==> src/rtl/syn_pkg.sv <==
// Shared constants, config FSM state type and reset-weight helper
// for the synaptic integrator and its weight bank.
package syn_pkg;

    localparam int N_IN_DEF        = 4;
    localparam int WW_DEF          = 6;
    localparam int DECAY_SHIFT_DEF = 1;
    localparam int REFRAC_CYC_DEF  = 3;

    // Reset weights: first three lines excitatory, fourth inhibitory.
    localparam int W_RST_POS = 4;
    localparam int W_RST_NEG = -4;

    // Output clamp limits for the 8-bit current.
    localparam int CUR_MIN = 0;
    localparam int CUR_MAX = 255;

    typedef enum logic {
        CFG_IDLE   = 1'b0,
        CFG_COMMIT = 1'b1
    } cfg_state_e;

    function automatic int syn_rst_weight(input int idx);
        if (idx < 3) begin
            return W_RST_POS;
        end else if (idx == 3) begin
            return W_RST_NEG;
        end
        return 0;
    endfunction

endpackage

==> src/rtl/syn_weight_bank.sv <==
// Shadow and active weight registers with atomic one-cycle commit.
// Writes land in shadow; the active bank only changes as a whole.
module syn_weight_bank
    import syn_pkg::*;
#(
    parameter int N_IN = N_IN_DEF,
    parameter int WW   = WW_DEF,
    parameter int AW   = $clog2(N_IN)
) (
    input  logic              clk,
    input  logic              rst,
    input  logic              cfg_we_i,
    input  logic [AW-1:0]     cfg_addr_i,
    input  logic [WW-1:0]     cfg_data_i,
    input  logic              cfg_commit_i,
    output logic              cfg_busy_o,
    output logic [N_IN*WW-1:0] w_active_o
);

    cfg_state_e state_q;
    cfg_state_e state_d;

    logic shadow_we;
    logic active_ld;

    logic [WW-1:0] shadow_q [N_IN];
    logic [WW-1:0] active_q [N_IN];

    // Config FSM state register
    always_ff @(posedge clk) begin
        if (rst) begin
            state_q <= CFG_IDLE;
        end else begin
            state_q <= state_d;
        end
    end

    // Config FSM next state: COMMIT always lasts exactly one cycle
    always_comb begin
        state_d = state_q;
        unique case (state_q)
            CFG_IDLE:   if (cfg_commit_i) state_d = CFG_COMMIT;
            CFG_COMMIT: state_d = CFG_IDLE;
            default:    state_d = CFG_IDLE;
        endcase
    end

    // Config FSM outputs: writes only accepted in IDLE
    always_comb begin
        cfg_busy_o = 1'b0;
        shadow_we  = 1'b0;
        active_ld  = 1'b0;
        unique case (state_q)
            CFG_IDLE: begin
                shadow_we = cfg_we_i;
            end
            CFG_COMMIT: begin
                cfg_busy_o = 1'b1;
                active_ld  = 1'b1;
            end
            default: begin
                cfg_busy_o = 1'b0;
            end
        endcase
    end

    // Shadow bank: single-entry writes from the config port
    always_ff @(posedge clk) begin
        if (rst) begin
            for (int i = 0; i < N_IN; i++) begin
                shadow_q[i] <= WW'(syn_rst_weight(i));
            end
        end else if (shadow_we) begin
            shadow_q[cfg_addr_i] <= cfg_data_i;
        end
    end

    // Active bank: whole-bank copy at the end of the COMMIT cycle
    always_ff @(posedge clk) begin
        if (rst) begin
            for (int i = 0; i < N_IN; i++) begin
                active_q[i] <= WW'(syn_rst_weight(i));
            end
        end else if (active_ld) begin
            for (int i = 0; i < N_IN; i++) begin
                active_q[i] <= shadow_q[i];
            end
        end
    end

    for (genvar g = 0; g < N_IN; g++) begin : g_flat
        assign w_active_o[g*WW +: WW] = active_q[g];
    end

endmodule

==> src/rtl/syn_integrator.sv <==
// Synaptic integrator: decaying current plus weighted spike sum, clamped.
// Optional refractory gating enabled by defining SYN_REFRACTORY_EN.
module syn_integrator
    import syn_pkg::*;
#(
    parameter int N_IN        = N_IN_DEF,
    parameter int WW          = WW_DEF,
    parameter int DECAY_SHIFT = DECAY_SHIFT_DEF,
    parameter int REFRAC_CYC  = REFRAC_CYC_DEF
) (
    input  logic                    clk,
    input  logic                    rst,
    input  logic [N_IN-1:0]         spike_in,
    input  logic                    spike_fb,
    input  logic                    cfg_we,
    input  logic [$clog2(N_IN)-1:0] cfg_addr,
    input  logic [WW-1:0]           cfg_data,
    input  logic                    cfg_commit,
    output logic                    cfg_busy,
    output logic [7:0]              current,
    output logic                    sat,
    output logic                    refrac
);

    localparam int AW = $clog2(N_IN);
    // Wide enough for 255 plus N_IN worst-case weights of either sign.
    localparam int SW = 8 + WW + AW + 1;

    localparam logic signed [SW-1:0] MIN_S = SW'(CUR_MIN);
    localparam logic signed [SW-1:0] MAX_S = SW'(CUR_MAX);

    logic [N_IN*WW-1:0] w_active;
    logic [N_IN-1:0]    spk_eff;

    logic [7:0] current_q;
    logic [7:0] current_d;
    logic       sat_q;
    logic       sat_d;

    logic [7:0]          decayed;
    logic signed [SW-1:0] acc;

    syn_weight_bank #(
        .N_IN (N_IN),
        .WW   (WW),
        .AW   (AW)
    ) u_bank (
        .clk          (clk),
        .rst          (rst),
        .cfg_we_i     (cfg_we),
        .cfg_addr_i   (cfg_addr),
        .cfg_data_i   (cfg_data),
        .cfg_commit_i (cfg_commit),
        .cfg_busy_o   (cfg_busy),
        .w_active_o   (w_active)
    );

`ifdef SYN_REFRACTORY_EN
    localparam int CW = $clog2(REFRAC_CYC + 1);

    logic [CW-1:0] cnt_q;
    logic [CW-1:0] cnt_d;

    // Refractory counter: feedback spike (re)loads, otherwise count down
    always_comb begin
        cnt_d = cnt_q;
        if (spike_fb) begin
            cnt_d = CW'(REFRAC_CYC);
        end else if (cnt_q != '0) begin
            cnt_d = cnt_q - 1'b1;
        end
    end

    // Refractory counter register
    always_ff @(posedge clk) begin
        if (rst) begin
            cnt_q <= '0;
        end else begin
            cnt_q <= cnt_d;
        end
    end

    assign refrac  = (cnt_q != '0);
    assign spk_eff = refrac ? '0 : spike_in;
`else
    logic unused_fb;

    assign unused_fb = spike_fb;
    assign refrac    = 1'b0;
    assign spk_eff   = spike_in;
`endif

    // Integrate: decay the current, add active weights, clamp to 0..255
    always_comb begin
        decayed   = current_q - (current_q >> DECAY_SHIFT);
        acc       = $signed({{(SW-8){1'b0}}, decayed});
        for (int i = 0; i < N_IN; i++) begin
            if (spk_eff[i]) begin
                acc = acc + $signed({{(SW-WW){w_active[i*WW+WW-1]}},
                                     w_active[i*WW +: WW]});
            end
        end
        current_d = acc[7:0];
        sat_d     = 1'b0;
        if (acc < MIN_S) begin
            current_d = 8'(CUR_MIN);
            sat_d     = 1'b1;
        end else if (acc > MAX_S) begin
            current_d = 8'(CUR_MAX);
            sat_d     = 1'b1;
        end
    end

    // Output registers for current and saturation flag
    always_ff @(posedge clk) begin
        if (rst) begin
            current_q <= '0;
            sat_q     <= 1'b0;
        end else begin
            current_q <= current_d;
            sat_q     <= sat_d;
        end
    end

    assign current = current_q;
    assign sat     = sat_q;

endmodule

==> config.mk <==
export PLATFORM = sky130hd
export DESIGN_NAME = syn_integrator
export DESIGN_NICKNAME = d
export VERILOG_FILES = /design/src/rtl/syn_pkg.sv /design/src/rtl/syn_weight_bank.sv /design/src/rtl/syn_integrator.sv
export SDC_FILE = /design/constraint.sdc
export NUM_CORES = 1
export LEC_CHECK = 0
export CORE_UTILIZATION = 30
export DETAILED_ROUTE_END_ITERATION = 12
export DONT_BUFFER_PORTS = 1
export PLACE_DENSITY_LB_ADDON = 0.1
export SLEW_MARGIN = 40
export SYNTH_ARGS = -nofsm -noshare
export SYNTH_HDL_FRONTEND = slang
export SYNTH_SLANG_ARGS = --single-unit
==> constraint.sdc <==
create_clock -name clk -period 6.74 [get_ports clk]
set_input_delay 0 -clock clk [delete_from_list [all_inputs] [get_ports clk]]
set_output_delay 0 -clock clk [all_outputs]
set_load 0.1 [all_outputs]
Word level (Yosys, flattened, before mapping)

Memories as Yosys holds them, arrays and structs flattened.
Index checks and enable logic that the tools add are counted.

Register bits after elaboration: 10
Latch bits: 0
RAM bits: 48
Memory bits (read-only): 0
Bits of input ports: 17
Output and inout bits: 11
Word-level logic and storage cells: 50
Memories: 2

Add/subtract/negate cells: 5
Multipliers: 0
Div/mod/pow operators: 0
Order comparisons: 2
Equality and inequality tests: 0
Shift operators: 0
Mux-type cells: 31
Bitwise gates (word level): 5
Reductions and logical operators: 2

Memory list:

| name            | depth | bits a word | rd ports | clocked after memory_dff | write ports | RTL line              | source |
|---|---|---|---|---|---|---|---|
| u_bank.active_q | 4     | 6           | 4        | 0                        | 4           | syn_weight_bank.sv:27 | `logic [WW-1:0] active_q [N_IN];` |
| u_bank.shadow_q | 4     | 6           | 4        | 0                        | 4           | syn_weight_bank.sv:26 | `logic [WW-1:0] shadow_q [N_IN];` |

Operator list:

| kind                                                           | count |
|---|---|
| 2-to-1 mux 17 bit                                              | 4 |
| adder 17 x 6 -> 17 bit                                         | 3 |
| 2-to-1 mux 6 bit                                               | 8 |
| greater-than comparator 17 x 9 -> 1 bit, second input constant | 1 |
| less-than comparator 17 x 1 -> 1 bit, second input constant    | 1 |
| 2-to-1 mux 1 bit                                               | 15 |
| adder 9 x 6 -> 10 bit                                          | 1 |
| 2-to-1 mux 8 bit                                               | 1 |
| subtractor 8 x 7 -> 8 bit                                      | 1 |
| OR reduction 6 bit                                             | 1 |
| bitwise OR 1 bit                                               | 4 |
| 2-to-1 mux 3 bit                                               | 1 |
| 2-to-1 mux 2 bit                                               | 1 |
| case mux 1 bit (2 select lines)                                | 1 |
| OR reduction 2 bit                                             | 1 |
| NOT 1 bit                                                      | 1 |

Longest topological paths before layout

Word-level depth: 12
Mapped depth: 40
Mapped depth without buffers: 39

By module

From an unflattened synthesis, not the netlist that was laid out.

Cell total of the unflattened synthesis: 606
Area, all modules: 5507.8 µm²

Modules (own cells, without submodules):

| module          | times used | cells each | area an instance (µm²) | sequential area each (µm²) |
|---|---|---|---|---|
| syn_integrator  | 1          | 486        | 3629.7                 | 180.2 |
| syn_weight_bank | 1          | 120        | 1878.1                 | 1461.4 |

Least setup slack after synthesis

Ideal clock, no wire load.

Path type: reg-to-reg
From: register current_q[0], in the netlist current[0]
To: register current_q[6], in the netlist current[6]
Setup time: 0.074 ns
Arrival time: 7.843 ns
Required time: 6.666 ns
Path slack: -1.178 ns
Stages on the path, launching flop included: 36
Path buffers: 1
Period minus slack after synthesis: 7.918 ns
Path through: dfxtp_1 inv_1 ha_1 fa_1 nor2b_1 o21a_1 o21a_1 nor2_1 ha_1 a21o_1 a21oi_1 nand2_1 xor2_1 a2111o_1 ha_1 or4_1 o22ai_1 mux2i_1 a41o_2 ha_1 a21oi_1 a21boi_2 xor2_1 nor2_1 a21o_1 ha_1 a21o_2 a21o_1 a31o_2 and2_1 a211oi_1 mux2i_1 xnor2_1 or2_2 buf_6 a31oi_1

Word-level cells in the longest chain between the ends: 11
Elaborated cells on any way between the ends: 13
Those cells by class: add/sub (5); order compare (2); mux (5); reduce/logical (1)

RTL lines:

| item                                                                                            | RTL line                                     | source |
|---|---|---|
| start: declaration                                                                              | syn_integrator.sv:35                         | `logic [7:0] current_q;` |
| start signal: assignment                                                                        | syn_integrator.sv:120                        | `current_q <= current_d;` |
| subtractor 8 x 7 -> 8 bit *                                                                     | syn_integrator.sv:95                         | `decayed = current_q - (current_q >> DECAY_SHIFT);` |
| adder 9 x 6 -> 10 bit                                                                           | syn_integrator.sv:99                         | `acc = acc + $signed({{(SW-WW){w_active[i*WW+WW-1]}},` |
| 2-to-1 mux 17 bit *                                                                             | syn_integrator.sv:98                         | `if (spk_eff[i]) begin` |
| adder 17 x 6 -> 17 bit                                                                          | syn_integrator.sv:99                         |  |
| 2-to-1 mux 17 bit *                                                                             | syn_integrator.sv:98                         |  |
| adder 17 x 6 -> 17 bit                                                                          | syn_integrator.sv:99                         |  |
| 2-to-1 mux 17 bit *                                                                             | syn_integrator.sv:98                         |  |
| adder 17 x 6 -> 17 bit                                                                          | syn_integrator.sv:99                         |  |
| 2-to-1 mux 17 bit *                                                                             | syn_integrator.sv:98                         |  |
| greater-than comparator 17 x 9 -> 1 bit or less-than comparator 17 x 1 -> 1 bit (tied branches) | syn_integrator.sv:108, syn_integrator.sv:105 |  |
| 2-to-1 mux 8 bit or OR reduction 2 bit (tied branches)                                          | n/a                                          |  |

Every way passes the cells marked *; elsewhere a longest branch is shown, timed or not.
A chain may end at the register's enable or synchronous reset.

Worst setup path in the final report

From: register current_q[0], in the netlist current[0]
To: register current_q[5], in the netlist current[5]

Same word-level chain as after synthesis.

==> metrics.txt <==
Nets=884; Avg Cell Area, Syn=9.10 µm²; data required time of the critical path=6.94 ns; failing checks=setup timing; GRT Total Usage=16.4%; ys async rst share=0%; final worst path period need=7.18 ns; critical path class=flop to flop; # IOs=28; Die W=139 µm; cell count after synthesis=621; WP buf/inv=3; worst skew pair latency=0.32 ns; area grow syn2layout=43.3%; Clock Sinks=58; Detailed Route Iter0 Violations=180; Total Wirelength=15300 µm; Final HPWL DP=12100 µm; initial antenna violation count=0; Post-Route Utilization=44.5%; DP Worst Slack=-0.852 ns; remaining antenna violation count after routing=0; Max Fanout on Critical Path=8; CTS max path bufs=2; storage element area=1660 µm²; Post-synth EDFFs=48; Hold Path Class=input port to flop; Synth Register Bits=58; Setup Viol. Count Final=9; kind of start point of the critical path=flop; share of cells above drive strength 1=37.4%; Clock Skew=0.00658 ns; vias in the first global route=5255; standard-cell rows=49; buffers added on ports=0; Final Hold Fails=0; DR pass1 iterations=4; grt ovf=0; Worst-Margin Slew=0.860 ns; Cell Area, Synth=5650 µm²; Max-Cap Viols=0; final worst slack=-0.439 ns; DRC errors left=0; Routed WL per cell=14.8 µm; die height=139 µm; Clk pin slew, worst setup/hold paths=0.05 ns; floorplan core area=18200 µm²; Vias/cell=4.95; synth warn=0; count of different cell masters after synthesis=80; Vias=5128; Seq/Total Area, Yosys=29.0%; antenna cells=0; fin area=8100 µm²; Placed Cells incl. Taps=983; CP top delay family=compound AO/OA/AOI/OAI gates; Starting Density=31.0%; htree depth=3; Root Buffer=clkbuf_16; gp weighted congestion=0.857; CTS tree=built; slowest stage cell, crit path=or4_4; final std cells w/o fill=1037; Worst EP arrival=7.37 ns; Slew Limit Headroom=42.7%; Syn Nets=702; total die area=19400 µm²; first-pass GRT wire length=25800 µm; Fillers=1793; Slew Limit Fails=0; multi-input logic area=4230 µm²; Worst path max stage delay=0.52 ns; Placement Cell Area=7110 µm²; largest net degree at the start of global routing=25; fin crit share=107%; status=finished, violations left; Peak Freq=139 MHz; RSZ-0062 raised after global routing=true; main flop type after synthesis=edfxtp_1; TritonCTS Buffers=9; Crit. End Element=flop
==> flip-flops by register name, indices dropped and copies added, names as in the netlist <==
register         count
u_bank.active_q     24
sat                  1
u_bank.shadow_q     24
u_bank.state_q       1
current              8
==> layout make-up <==
type                            count  share of cell area [%]
Sequential cell                    58                    20.5
Multi-Input combinational cell    514                    52.2
Clock buffer                        9                    2.78
Clock inverter                      7                    1.54
Tap cell                          229                    3.54
Inverter                           37                    1.75
Timing Repair Buffer              183                    17.7
==> path summary, 6_finish.rpt <==
kind | from | end | slack, ns | cells past startpoint
max | current[0]$_SDFF_PP0_ | current[5]$_SDFF_PP0_ | -0.44 | 38
min reg2reg | u_bank.shadow_q[3][5]$_DFFE_PP_ | u_bank.active_q[3][5]$_SDFFCE_PN1P_ | 0.50 | 1
max reg2reg | current[0]$_SDFF_PP0_ | current[5]$_SDFF_PP0_ | -0.44 | 38
min | spike_in[3] | current[7]$_SDFF_PP0_ | 0.02 | 3
==> stage by stage <==
stage / hold WS (ns) / TNS, ns
after detailed placement: 0.0968 / -6.99
final: 0.0206 / -3.71
after global placement: 0.101 / -6.62
after CTS: 0.0223 / -3.32
after floorplan: 0.122 / -2.65
after global routing: 0.0422 / -7.64
==> layer usage <==
layer  track usage, %  share of wire [%]  wire length, µm  up-vias
met4             4.91                1.6              238        0
met2             29.6                 50             7670       53
met5                0                  0                0        -
met1             20.4                 47             7180     2391
li1                 -                  -                -     2666
met3             1.93                1.8              269       18
==> worst min-delay path: cells and delay by family <==
family             cells  cell delay, ns
AOI/OAI and AO/OA      2            0.24
and+or+nand+nor        1            0.06
==> timing repair <==
action                     in CTS  in global routing
buffers inserted               13                 11
gates resized for setup        38                 28
hold buffers                   14                  0
hold endpoints to repair       59                  0
setup endpoints to repair       9                  9
pin swaps                      32                 28
==> synth_stat cells (3+ instances only) <==
cell type  number  share of area, %
ha_1           59                13
edfxtp_1       48                26
a21oi_1        41               3.6
nand2_1        40               2.7
and2_1         39               4.3
nor2_1         39               2.6
inv_1          37               2.5
o21ai_0        33               2.9
xnor2_1        21               3.3
xor2_1         15               2.3
nand2b_1       14               1.5
nor3_1         14               1.2
a211oi_1       13               1.7
mux2_2         13               2.6
a21o_1         12               1.6
and3_1         11               1.2
o21a_1         11               1.5
or2_2          11               1.2
dfxtp_1        10               3.5
nand3_1        10              0.89
nor2b_1        10               1.1
or3_1           9               1.0
a31oi_1         7              0.77
clkbuf_1        6              0.40
mux2i_1         6               1.1
o211ai_1        6              0.80
fa_1            5               1.8
nor3b_1         5              0.66
clkbuf_8        4              0.97
nand3b_1        4              0.53
o2111ai_1       4              0.62
o22ai_1         4              0.44
and2_2          3              0.40
o21bai_1        3              0.40
==> cells in the final DEF, fill, tap and decap left out, drive strengths merged, types with 21 or more instances in the layout <==
cell type | netlist | routed
nand2 | 40 | 40
ha | 59 | 59
inv | 37 | 39
and2 | 42 | 42
nor2 | 40 | 40
buf | 2 | 169
edfxtp | 48 | 48
xnor2 | 21 | 21
a21oi | 41 | 41
o21ai | 35 | 35
==> logic make-up (layout without fill, tap and decap cells) <==
| kind of cell | count (synthesis) | in the layout | share of synthesized area (%) |
|---|---|---|---|
| other | 1 | 1 | 0.0664 |
| AO/OA/AOI/OAI | 168 | 168 | 20.7 |
| buffers and inverters | 49 | 236 | 4.16 |
| adder cells (fa/ha/maj) | 64 | 64 | 14.8 |
| AND/OR/NAND/NOR | 226 | 226 | 22.0 |
| XOR/XNOR | 36 | 36 | 5.58 |
| multiplexers | 19 | 19 | 3.65 |
| flip-flops | 58 | 58 | 29.0 |
Power is not shown: default switching activity piles up to over one toggle a cycle in this logic, so the estimate is an artifact.
